<file path="src/rtl/cpu_dbg_ctl.sv">
// rtl/cpu_dbg_ctl.sv - host byte-stream debug controller for the cpu block
//
// Purpose: decodes single-byte debug opcodes from a host stream and drives the
// CPU's ready and dbgreg_sel inputs. Supports echo, halt, run, single-step,
// debug register reads and halted-status queries. A cpu_brk pulse halts the CPU.
//
// Ports:
//   clk, rst_n            system clock, asynchronous active-low reset
//   in_data/in_valid      host command/argument byte, handshaked with in_ready
//   out_data/out_valid    response byte to host, handshaked with out_ready
//   cpu_ready             drives cpu ready (0 = CPU stalled)
//   cpu_brk               one-clock break pulse from the CPU
//   dbgreg_sel/dbgreg_out debug register select and read-back data
//   halted                1 while this block holds the CPU stalled

module cpu_dbg_ctl #(
  parameter int STEP_CLKS    = 4,
  parameter bit RESET_HALTED = 1'b1
) (
  input  logic       clk,
  input  logic       rst_n,
  input  logic [7:0] in_data,
  input  logic       in_valid,
  output logic       in_ready,
  output logic [7:0] out_data,
  output logic       out_valid,
  input  logic       out_ready,
  output logic       cpu_ready,
  input  logic       cpu_brk,
  output logic [3:0] dbgreg_sel,
  input  logic [7:0] dbgreg_out,
  output logic       halted
);

  localparam int CW = $clog2(STEP_CLKS + 1);

  localparam logic [7:0] OP_ECHO   = 8'h00;
  localparam logic [7:0] OP_HALT   = 8'h01;
  localparam logic [7:0] OP_RUN    = 8'h02;
  localparam logic [7:0] OP_QUERY  = 8'h03;
  localparam logic [7:0] OP_REG_RD = 8'h04;
  localparam logic [7:0] OP_STEP   = 8'h05;
  localparam logic [7:0] RSP_ERR   = 8'hEE;

  typedef enum logic [2:0] {
    S_IDLE,
    S_ARG,
    S_REG_WAIT,
    S_STEP,
    S_RESP
  } state_t;

  state_t          r_state;
  logic            r_arg_is_reg;  // ARG byte belongs to REG_RD (1) or ECHO (0)
  logic [7:0]      r_out_data;
  logic            r_out_valid;
  logic            r_cpu_ready;
  logic            r_halted;
  logic [3:0]      r_sel;
  logic [CW-1:0]   r_cnt;

  logic            w_in_ready;
  logic            w_in_fire;

  assign w_in_ready = (r_state == S_IDLE) || (r_state == S_ARG);
  assign w_in_fire  = in_valid && w_in_ready;

  always_ff @(posedge clk or negedge rst_n) begin
    if (!rst_n) begin
      r_state      <= S_IDLE;
      r_arg_is_reg <= 1'b0;
      r_out_data   <= 8'h00;
      r_out_valid  <= 1'b0;
      r_cpu_ready  <= ~RESET_HALTED;
      r_halted     <= RESET_HALTED;
      r_sel        <= 4'h0;
      r_cnt        <= '0;
    end else begin
      case (r_state)
        S_IDLE: begin
          if (w_in_fire) begin
            case (in_data)
              OP_ECHO: begin
                r_arg_is_reg <= 1'b0;
                r_state      <= S_ARG;
              end
              OP_REG_RD: begin
                r_arg_is_reg <= 1'b1;
                r_state      <= S_ARG;
              end
              OP_HALT: begin
                r_cpu_ready <= 1'b0;
                r_halted    <= 1'b1;
                r_out_data  <= OP_HALT;
                r_out_valid <= 1'b1;
                r_state     <= S_RESP;
              end
              OP_RUN: begin
                r_cpu_ready <= 1'b1;
                r_halted    <= 1'b0;
                r_out_data  <= OP_RUN;
                r_out_valid <= 1'b1;
                r_state     <= S_RESP;
              end
              OP_QUERY: begin
                r_out_data  <= {7'b0, r_halted};
                r_out_valid <= 1'b1;
                r_state     <= S_RESP;
              end
              OP_STEP: begin
                if (r_halted) begin
                  // halted stays 1 across the step: the CPU is only lent a
                  // bounded burst of ready cycles.
                  r_cpu_ready <= 1'b1;
                  r_cnt       <= CW'(STEP_CLKS);
                  r_state     <= S_STEP;
                end else begin
                  r_out_data  <= RSP_ERR;
                  r_out_valid <= 1'b1;
                  r_state     <= S_RESP;
                end
              end
              default: begin
                r_out_data  <= RSP_ERR;
                r_out_valid <= 1'b1;
                r_state     <= S_RESP;
              end
            endcase
          end
        end
        S_ARG: begin
          if (w_in_fire) begin
            if (r_arg_is_reg) begin
              r_sel   <= in_data[3:0];
              r_state <= S_REG_WAIT;
            end else begin
              r_out_data  <= in_data;
              r_out_valid <= 1'b1;
              r_state     <= S_RESP;
            end
          end
        end
        S_REG_WAIT: begin
          // dbgreg_sel has had one clock to settle through the CPU mux
          r_out_data  <= dbgreg_out;
          r_out_valid <= 1'b1;
          r_state     <= S_RESP;
        end
        S_STEP: begin
          if ((r_cnt == CW'(1)) || cpu_brk) begin
            r_cpu_ready <= 1'b0;
            r_out_data  <= OP_STEP;
            r_out_valid <= 1'b1;
            r_state     <= S_RESP;
          end else begin
            r_cnt <= r_cnt - CW'(1);
          end
        end
        S_RESP: begin
          if (out_ready) begin
            r_out_valid <= 1'b0;
            r_state     <= S_IDLE;
          end
        end
        default: r_state <= S_IDLE;
      endcase

      // Break overrides any ready/halted update made above in the same cycle.
      if (cpu_brk) begin
        r_cpu_ready <= 1'b0;
        r_halted    <= 1'b1;
      end
    end
  end

  assign in_ready   = w_in_ready;
  assign out_data   = r_out_data;
  assign out_valid  = r_out_valid;
  assign cpu_ready  = r_cpu_ready;
  assign halted     = r_halted;
  assign dbgreg_sel = r_sel;

endmodule

</file>
<file path="config.mk">
export PLATFORM = sky130hd
export DESIGN_NAME = cpu_dbg_ctl
export DESIGN_NICKNAME = d
export VERILOG_FILES = /design/src/rtl/cpu_dbg_ctl.sv
export SDC_FILE = /design/constraint.sdc
export NUM_CORES = 1
export LEC_CHECK = 0
export BUFFER_PORTS_ARGS = -buffer_cell sky130_fd_sc_hd__buf_2
export CORE_MARGIN = 5
export CORE_UTILIZATION = 55
export DETAILED_ROUTE_END_ITERATION = 6
export HOLD_SLACK_MARGIN = 0.08
export PLACE_DENSITY = 0.84
export SLEW_MARGIN = 20
export SYNTH_ARGS = -nofsm -noshare
export SYNTH_HDL_FRONTEND = slang
export SYNTH_SLANG_ARGS = --single-unit
</file>
<file path="constraint.sdc">
create_clock -name clk -period 4 [get_ports clk]
set_input_delay 0.8 -clock clk [delete_from_list [all_inputs] [get_ports clk]]
set_output_delay 0.8 -clock clk [all_outputs]
set_load 0.05 [all_outputs]
</file>
==> results of run 1 <==
[through the flow]
stage | hold slack [ps] | cells
after global placement | 486.6 | 194
after detailed placement | 487.3 | 194
after CTS | 443.3 | 198
final | 430.2 | 198
after floorplan | 487.5 | 137
after global routing | 451.1 | 198
[cell type report]
cell class	count	area, sq um	area share
Inverter	3	11.26	0.007525
Clock buffer	4	36.28	0.02425
Timing Repair Buffer	36	180.2	0.1204
Tap cell	28	35.03	0.02341
Multi-Input combinational cell	105	681.9	0.4557
Sequential cell	22	551.8	0.3687
[worst max-delay path by stage]
stage	startpoint	slack (ps)	to
2_1_floorplan	r_state[1]$_DFFE_PN0P_	1680	out_data[0]$_DFFE_PN0P_
3_3_place_gp	in_data[4]	1570	out_data[4]$_DFFE_PN0P_
3_5_place_dp	in_data[4]	1480	out_data[0]$_DFFE_PN0P_
4_1_cts	r_state[2]$_DFFE_PN0P_	1680	in_ready
5_1_grt	r_state[2]$_DFFE_PN0P_	1590	out_data[4]$_DFFE_PN0P_
6_report	r_state[2]$_DFFE_PN0P_	1670	in_ready
[critical path, stage by stage, from the launching register on]
cell	delay (ps)
dfrtp_1	620
nor2_1	290
buf_2	310
[layer usage]
metal	vias up	GRT usage	part of all wire
li1	559	-	-
met1	538	0.2542	0.43
met3	2	0.03947	0.075
met2	47	0.3078	0.49
met5	-	0	0
met4	0	0.04967	0.0048
[synthesized netlist by cell type (all sizes together), types with 4 or more instances]
cell type  number
a21oi           5
a22oi           5
buf             4
dfrtp          21
mux2           13
nand2          11
nand2b          5
nor2           11
nor2b           6
nor3            5
o21a            5
o21ai          14
[power by group]
group | switching [mW] | internal (mW)
sequential | 0.0275 | 0.246
clock | 0.0662 | 0.0555
combinational | 0.129 | 0.0584
[kinds of logic after synthesis]
group	after synthesis	share of synthesized area
buf+inv	10	0.03804
fa+ha+maj	2	0.01951
flops	22	0.4302
mux	13	0.1141
compound gates	40	0.1961
simple gates	50	0.2020
==> qor.txt, run 1 <==
register area share after synthesis = 0.4302
FF+latch count, synth = 22
syn nets = 160
initial antenna violation count = 0
Leak Pwr = 0.6498 nW
core area = 2212 sq um
Remaining DRCs = 0
status = finished clean
Power, Total = 0.5823 mW
CTS clk-pin slew, worst paths = 120 ps
P per Cell Area = 389.1 nW/um^2
Post-synth EDFFs = 0
final setup margin = 1673 ps
Syn Std Cell Area = 1282 sq um
GP Congestion = 0.8913
n_diodes = 0
CP endpoint kind = output pin
Synth cell types = 34
PostCTS Resize Cnt = 0
critical path class = flip-flop to output pin
# setup viols final = 0
die height = 58.29 microns
H-tree depth = 1
DRT iter0 DRCs = 36
Post-CTS Setup Repair Bufs = 0
max-slew violations = 0
async set-reset flop share out of synthesis = 1.000
pin count of the biggest net entering global routing = 23
slew margin rel. = 0.5991
R2R cell count = 5
most frequent cells in the layout = buf_2, dfrtp_1, o21ai_0
first-pass GRT wire length = 5.106 mm
Final Hold Violating Endpoints = 0
Final Util = 0.6765
worst-path fanout max = 21
fin nets = 194
Max rail drop VDD = 0.3173 mV
drt pass-1 iters = 4
R2R Setup Slk = 1720 ps
number of port buffers = 36
Reg-to-Reg End = out_data[0]$_DFFE_PN0P_
RSZ-0062 raised after global routing = false
worst skew pair latency = 300 ps
Inserted Clock Buffers = 3
Crit path required time = 3200 ps
Worst Hold Class = input port to asynchronous set/reset pin
vias in the first global route = 1,142
Clock Skew = 5.190 ps
hpwl dp = 2.187 mm
Post-Syn Instances = 137
final worst path period need = 2327 ps
commonest non-fill, non-tap cell in the layout = buf_2
CTS tree = yes
FF-to-FF Start = r_state[2]$_DFFE_PN0P_
GR Util All Layers = 0.1885
routed wire length = 2.906 mm
IO Pins = 37
Final period util = 0.5818
Arr. time, crit path = 1530 ps
grt total ovfl = 0
final instance area = 1496 sq um
Rows = 17
flip-flop count of the largest register after layout = 8
DR vias/cell = 5.788
Mapped Avg Cell Area = 9.361 sq um
Syn. warnings = 0
clock sink count = 22
pre-CTS setup slack = 1484 ps
max cap viols = 0
Synth area leaders = dfrtp_1, mux2_2, o21ai_0
Clock Path Buffers = 2
ys flop type = dfrtp_1
vias = 1,146
Die Area = 3398 sq um
post-synth top area cell = dfrtp_1
placed cell areas = 1460 sq um
CTS root buffer = clkbuf_4
Initial Util = 0.5798
number of fill cells = 203
fmax = 0.4297 GHz
Final ANT Viol Nets = 0
wire length per cell = 14.68 microns
hold buffers post-CTS = 0
startpoint types = flip-flop
area grow syn2layout = 16.68%
setup tns final = 0 ps
share of layout cells above drive strength 1 = 0.3294
DIE WIDTH = 58.29 microns
worst slew pin tran = 601.4 ps
Yosys top cell area share = 0.4098
No activity file was read; power rests on OpenSTA's default activity.
==> run 2, diff against run 1 <==
--- a/config.mk
+++ b/config.mk
@@ -5,12 +5,13 @@
 export SDC_FILE = /design/constraint.sdc
 export NUM_CORES = 1
 export LEC_CHECK = 0
+export ABC_AREA = 1
 export BUFFER_PORTS_ARGS = -buffer_cell sky130_fd_sc_hd__buf_2
 export CORE_MARGIN = 5
-export CORE_UTILIZATION = 55
+export CORE_UTILIZATION = 52
 export DETAILED_ROUTE_END_ITERATION = 6
 export HOLD_SLACK_MARGIN = 0.08
-export PLACE_DENSITY = 0.84
+export PLACE_DENSITY = 0.79
 export SLEW_MARGIN = 20
 export SYNTH_ARGS = -nofsm -noshare
 export SYNTH_HDL_FRONTEND = slang
==> constraint.sdc (replaced) <==
create_clock -name clk -period 2.2 [get_ports clk]
set_input_delay 0.44 -clock clk [delete_from_list [all_inputs] [get_ports clk]]
set_output_delay 0.44 -clock clk [all_outputs]
set_load 0.05 [all_outputs]
==> qor.txt, run 2 <==
status = finished clean
post-synth top area cell = dfrtp_1
peak per-stage delay on the critical path = 480 ps (-140 ps)
syn nets = 222 (+39%)
pin count of the biggest net entering global routing = 23 (unchanged)
CTS root buffer = clkbuf_4
wire length per cell = 11.85 microns (-19%)
DIE WIDTH = 61.26 microns (+5.1%)
crit-path leading delay family = flip-flops
hold_ws = 374.3 ps (-55.90 ps)
worst path cell trace = nor2_4 > buf_2
Remaining DRCs = 0 (unchanged)
Clock Path Buffers = 2 (unchanged)
area grow syn2layout = 18.77%
crit path buf inv count = 1 (unchanged)
Syn Std Cell Area = 1366 sq um (+6.5%)
RSZ-0062 raised after global routing = false
most common cell in the netlist = nand2_1
Leak Pwr = 0.8894 nW (+37%)
Max rail drop VDD = 0.9977 mV (+210%)
flip-flop count of the largest register after layout = 8 (unchanged)
H-tree depth = 1 (unchanged)
setup tns final = 0 ps (unchanged)
grt total ovfl = 0 (unchanged)
worst skew pair latency = 310 ps (about the same)
FF+latch count, synth = 22 (unchanged)
async set-reset flop share out of synthesis = 1.000 (unchanged)
Syn. warnings = 0 (unchanged)
CP endpoint kind = output pin
commonest cells in the netlist = nand2_1, nor2_1, dfrtp_1
ys flop type = dfrtp_1
vias in the first global route = 1,153 (+0.96%)
# setup viols final = 0 (unchanged)
beginning of the worst hold path = cpu_brk
n_diodes = 0 (unchanged)
worst slew pin tran = 494.9 ps (-106.5 ps)
most frequent cells in the layout = nand2_1, buf_2, nor2_1
CTS tree = yes
max-slew violations = 0 (unchanged)
Arr. time, crit path = 1260 ps (-270 ps)
max cap viols = 0 (unchanged)
Worst Hold Class = input port to flip-flop
DR vias/cell = 5.019 (-13%)
FF-to-FF Start = r_state[2]$_DFFE_PN0P_
Final ANT Viol Nets = 0 (unchanged)
placed cell count = 264 (+36%)
Rows = 18 (+1)
Inserted Clock Buffers = 3 (unchanged)
CTS clk-pin slew, worst paths = 120 ps (about the same)
GR Util All Layers = 0.1839 (-0.004627)
drt pass-1 iters = 4 (unchanged)
Post-synth EDFFs = 0 (unchanged)
R2R Setup Slk = 650 ps (-1070 ps)
Post-CTS Setup Repair Bufs = 0 (unchanged)
Clock Skew = 4.865 ps (-0.3257 ps)
slew margin rel. = 0.6701 (+0.07099)
number of port buffers = 36 (unchanged)
die height = 61.26 microns (+5.1%)
fmax = 0.5887 GHz
fin nets = 263 (+36%)
Final Hold Violating Endpoints = 0 (unchanged)
IO Pins = 37 (unchanged)
Synth cell types = 25 (-26%)
GP Congestion = 0.8671 (-2.7%)
vias = 1,350 (+18%)
Yosys top cell area share = 0.3846 (-0.02514)
Mapped Avg Cell Area = 6.866 sq um (-27%)
Post-Syn Instances = 199 (+45%)
share of layout cells above drive strength 1 = 0.2343 (-0.09510)
Final Non-Filler Cells = 269 (+36%)
DRT iter0 DRCs = 73 (+100%)
worst-path fanout max = 5 (-76%)
Final period util = 0.7721
P per Cell Area = 1445 nW/um^2 (+270%)
Critical-path top delay cell = dfrtp_1
initial antenna violation count = 0 (unchanged)
Initial Util = 0.5465 (-0.03320)
clock sink count = 22 (unchanged)
register area share after synthesis = 0.4038 (-0.02640)
first-pass GRT wire length = 5.099 mm (-0.14%)
hpwl dp = 2.503 mm (+14%)
Crit path required time = 1760 ps (-1440 ps)
Synth area leaders = dfrtp_1, nand2_1, nor2_1
final worst path period need = 1699 ps
Worst Setup SP = r_state[2]$_DFFE_PN0P_
routed wire length = 3.187 mm (+9.7%)
core area = 2500 sq um (+13%)
commonest non-fill, non-tap cell in the layout = nand2_1
critical path class = flip-flop to output pin
Die Area = 3753 sq um (+10%)
startpoint types = flip-flop
run 2: cell types whose count changed after synthesis, moves of 4 or more:
| cell | delta |
|---|---|
| a22oi_1 | -5 |
| inv_1 | +16 |
| mux2_2 | -13 |
| nand2_1 | +69 |
| nand2_2 | +4 |
| nand2b_1 | -5 |
| nand3_1 | +8 |
| nor2_1 | +13 |
| nor2_4 | +4 |
| nor2b_1 | -6 |
| o21a_1 | -5 |
run 2: path summary, 6_finish.rpt:
check | end | cells after the start
max reg2reg | out_data[2]$_DFFE_PN0P_ | 9
max in group asynchronous | halted$_DFFE_PN1P_ | 2
min reg2reg | out_valid$_DFFE_PN0P_ | 2
min | halted$_DFFE_PN1P_ | 3
max | in_ready | 2
min in group asynchronous | out_data[1]$_DFFE_PN0P_ | 2
run 2: routing by layer:
layer | routed length, microns | vias up | GRT usage
met4 | 63 | 0 | 0.07430
met5 | 0 | - | 0
met3 | 229 | 7 | 0.03564
met2 | 1455 | 46 | 0.2946
met1 | 1438 | 591 | 0.2435
li1 | - | 706 | -
run 2: logic make-up (layout without fill, tap and decap cells):
group | after synthesis | count (layout) | share of synthesized area
fa+ha+maj | 2 | 2 | 0.01831
flops | 22 | 22 | 0.4038
buf+inv | 23 | 63 | 0.06594
xor+xnor | 1 | 1 | 0.006411
simple gates | 128 | 128 | 0.4112
compound gates | 23 | 23 | 0.09432
run 2: final cells by class:
cell class / count / area, sq um
clock buffers: 4 / 36.28
fillers: 218 / 877.1
inverters: 22 / 82.58
multi-input cells: 154 / 724.4
flip-flops and latches: 22 / 551.8
well taps: 30 / 37.54
repair buffers: 37 / 190.2
run 2: power breakdown:
part / switching, mW / internal, mW
sequential: 0.124 / 0.574
clock: 0.124 / 0.101
combinational: 1.04 / 0.377
run 2: timing repair:
action | CTS | global route
hold buffers | 1 | 0
endpoints found under the hold margin | 2 | 0
resized for setup | 0 | 0
run 2: worst min-delay path, stage by stage:
cell,delay (ps)
buf_2,80
inv_1,70
nand2_1,70
run 2: stage by stage:
| stage | setup WS [ps] | cell area, sq um | total power [mW] | utilization |
|---|---|---|---|---|
| CTS | 484.4 | 1623 | 2.363 | 0.6491 |
| global route | 443.4 | 1623 | 2.554 | 0.6491 |
| finish | 501.3 | 1623 | 2.345 | 0.6491 |
| detailed placement | 571.8 | 1577 | 2.134 | 0.6306 |
| floorplan | 611.3 | 1366 | 1.819 | - |
| global placement | 566.8 | 1577 | 2.116 | 0.6306 |
==> run 3, diff against run 2 <==
--- a/config.mk
+++ b/config.mk
@@ -5,10 +5,10 @@
 export SDC_FILE = /design/constraint.sdc
 export NUM_CORES = 1
 export LEC_CHECK = 0
-export ABC_AREA = 1
+export ABC_AREA = 0
 export BUFFER_PORTS_ARGS = -buffer_cell sky130_fd_sc_hd__buf_2
 export CORE_MARGIN = 5
-export CORE_UTILIZATION = 52
+export CORE_UTILIZATION = 51
 export DETAILED_ROUTE_END_ITERATION = 6
 export HOLD_SLACK_MARGIN = 0.08
 export PLACE_DENSITY = 0.79
==> constraint.sdc (replaced) <==
create_clock -name clk -period 1.7 [get_ports clk]
set_input_delay 0.34 -clock clk [delete_from_list [all_inputs] [get_ports clk]]
set_output_delay 0.34 -clock clk [all_outputs]
set_load 0.05 [all_outputs]
==> qor.txt, run 3 (same netlist as run 1, synthesis figures left out) <==
Final period util = 1.112
drt pass-1 iters = 4 (unchanged)
die height = 60.15 microns (-1.8%)
clock sink count = 22 (unchanged)
Final Hold Violating Endpoints = 0 (unchanged)
Top Layer Used = met4
Initial Util = 0.5273 (-0.01928)
worst slew pin tran = 493.0 ps (-1.847 ps)
fin nets = 230 (-13%)
worst path cell trace = inv_2 > ha_4 > nor2b_4 > nor4_2 > or4_4 > buf_6 > mux2_2
grt total ovfl = 0 (unchanged)
Worst Hold Class = input port to flip-flop
initial antenna violation count = 0 (unchanged)
Inserted Clock Buffers = 3 (unchanged)
GR Util All Layers = 0.2193 (+0.03537)
pin count of the biggest net entering global routing = 23 (unchanged)
CTS root buffer = clkbuf_4
hpwl dp = 2.836 mm (+13%)
area grow syn2layout = 43.12%
Crit path required time = 1910 ps (+150 ps)
DIE WIDTH = 60.15 microns (-1.8%)
Clock Path Buffers = 2 (unchanged)
flip-flop count of the largest register after layout = 8 (unchanged)
Leak Pwr = 0.8310 nW (-6.6%)
Clock Skew = 13.98 ps (+9.120 ps)
critical path class = flip-flop to flip-flop
vias = 1,337 (-0.96%)
GP Congestion = 0.8491 (-2.1%)
core area = 2432 sq um (-2.7%)
Critical-path top delay cell = or4_4
crit-path leading delay family = simple AND/OR/NAND/NOR gates
vias in the first global route = 1,396 (+21%)
n_diodes = 0 (unchanged)
most frequent cells in the layout = buf_2, buf_4, dfrtp_1
number of port buffers = 36 (unchanged)
DR vias/cell = 5.665 (+13%)
routed wire length = 3.787 mm (+19%)
max-slew violations = 0 (unchanged)
RSZ-0062 raised after global routing = true
met2 routed WL = 2.008 mm (+38%)
final setup margin = -189.7 ps (-691.0 ps)
Remaining DRCs = 0 (unchanged)
fmax = 0.5292 GHz
final instance area = 1836 sq um (+13%)
slew margin rel. = 0.6713 (+0.001231)
worst skew pair latency = 320 ps (about the same)
P per Cell Area = 806.3 nW/um^2 (-44%)
Max rail drop VDD = 1.005 mV (+0.73%)
CTS clk-pin slew, worst paths = 120 ps (about the same)
wire length per cell = 16.05 microns (+35%)
failing checks = setup timing
share of layout cells above drive strength 1 = 0.5097 (+0.2754)
final worst path period need = 1890 ps
max cap viols = 0 (unchanged)
DRT iter0 DRCs = 49 (-33%)
crit path buf inv count = 2 (+1)
Final Util = 0.7546 (+0.1055)
CTS tree = yes
IO Pins = 37 (unchanged)
H-tree depth = 1 (unchanged)
# setup viols final = 10 (+10)
Met3 Wirelength = 225 microns (-1.7%)
number of fill cells = 183 (-16%)
M1 WL = 1.439 mm (about the same)
Arr. time, crit path = 2100 ps (+840 ps)
CP endpoint kind = flip-flop
worst-path fanout max = 5 (unchanged)
Die Area = 3617 sq um (-3.6%)
placed cell areas = 1698 sq um (+7.7%)
first-pass GRT wire length = 5.927 mm (+16%)
startpoint types = flip-flop
status = finished with violations
Rows = 18 (unchanged)
commonest non-fill, non-tap cell in the layout = buf_2
Final ANT Viol Nets = 0 (unchanged)
peak per-stage delay on the critical path = 520 ps (+40 ps)
## run 3: routing by layer
| layer | GRT usage | vias to the layer above |
|---|---|---|
| met5 | 0 | - |
| met4 | 0.09810 | 0 |
| met3 | 0.04104 | 12 |
| met2 | 0.4012 | 49 |
| met1 | 0.2419 | 640 |
| li1 | - | 636 |
## run 3: final timing paths
check                                     startpoint                   endpoint  slack [ps]  cells after the start
setup / recovery                r_cnt[1]$_DFFE_PN0P_    out_data[3]$_DFFE_PN0P_        -190                      7
hold / removal                             out_ready     r_state[2]$_DFFE_PN0P_         270                      3
setup reg to reg                r_cnt[1]$_DFFE_PN0P_    out_data[3]$_DFFE_PN0P_        -190                      7
hold reg to reg            dbgreg_sel[3]$_DFFE_PN0P_  dbgreg_sel[3]$_DFFE_PN0P_         530                      1
max in group asynchronous                      rst_n         halted$_DFFE_PN1P_         820                      2
min in group asynchronous                      rst_n    out_data[0]$_DFFE_PN0P_         510                      2
## run 3: layout make-up
| class | count | area, sq um | share of cell area |
|---|---|---|---|
| Inverter | 3 | 11.26 | 0.006135 |
| Tap cell | 30 | 37.54 | 0.02045 |
| Sequential cell | 22 | 554.3 | 0.3020 |
| Timing Repair Buffer | 72 | 460.4 | 0.2509 |
| Multi-Input combinational cell | 105 | 745.7 | 0.4063 |
| Clock buffer | 4 | 26.28 | 0.01431 |
## run 3: worst min-delay path: stages
cell      delay [ps]
buf_2             90
nand2b_1         110
o21ai_2           50
## run 3: through the flow
step | TNS (ps) | hold WS [ps] | worst slack, ps | cells | power, mW
finish | -1454 | 271.2 | -189.7 | 236 | 1.480
CTS | -1230 | 266.3 | -165.8 | 234 | 1.473
detailed placement | -2508 | 328.9 | -235.2 | 224 | 1.194
floorplan | -745.3 | 44.41 | -106.4 | 137 | 0.9807
global route | -1935 | 286.9 | -219.6 | 236 | 1.542
global placement | -1612 | 326.0 | -169.5 | 224 | 1.170
## run 3: report_power, final
group | switching, mW | internal (mW)
Combinational | 0.370 | 0.233
Sequential | 0.0450 | 0.579
Clock | 0.160 | 0.0920
Total | 0.576 | 0.904
## run 3: what timing repair did
action	CTS	global route
hold buffers	1	0
setup buffers	4	2
endpoints found under the hold margin	21	0
pin swaps	1	1
endpoints found under the setup margin	18	19
gates cloned	1	0
resized for setup	13	3
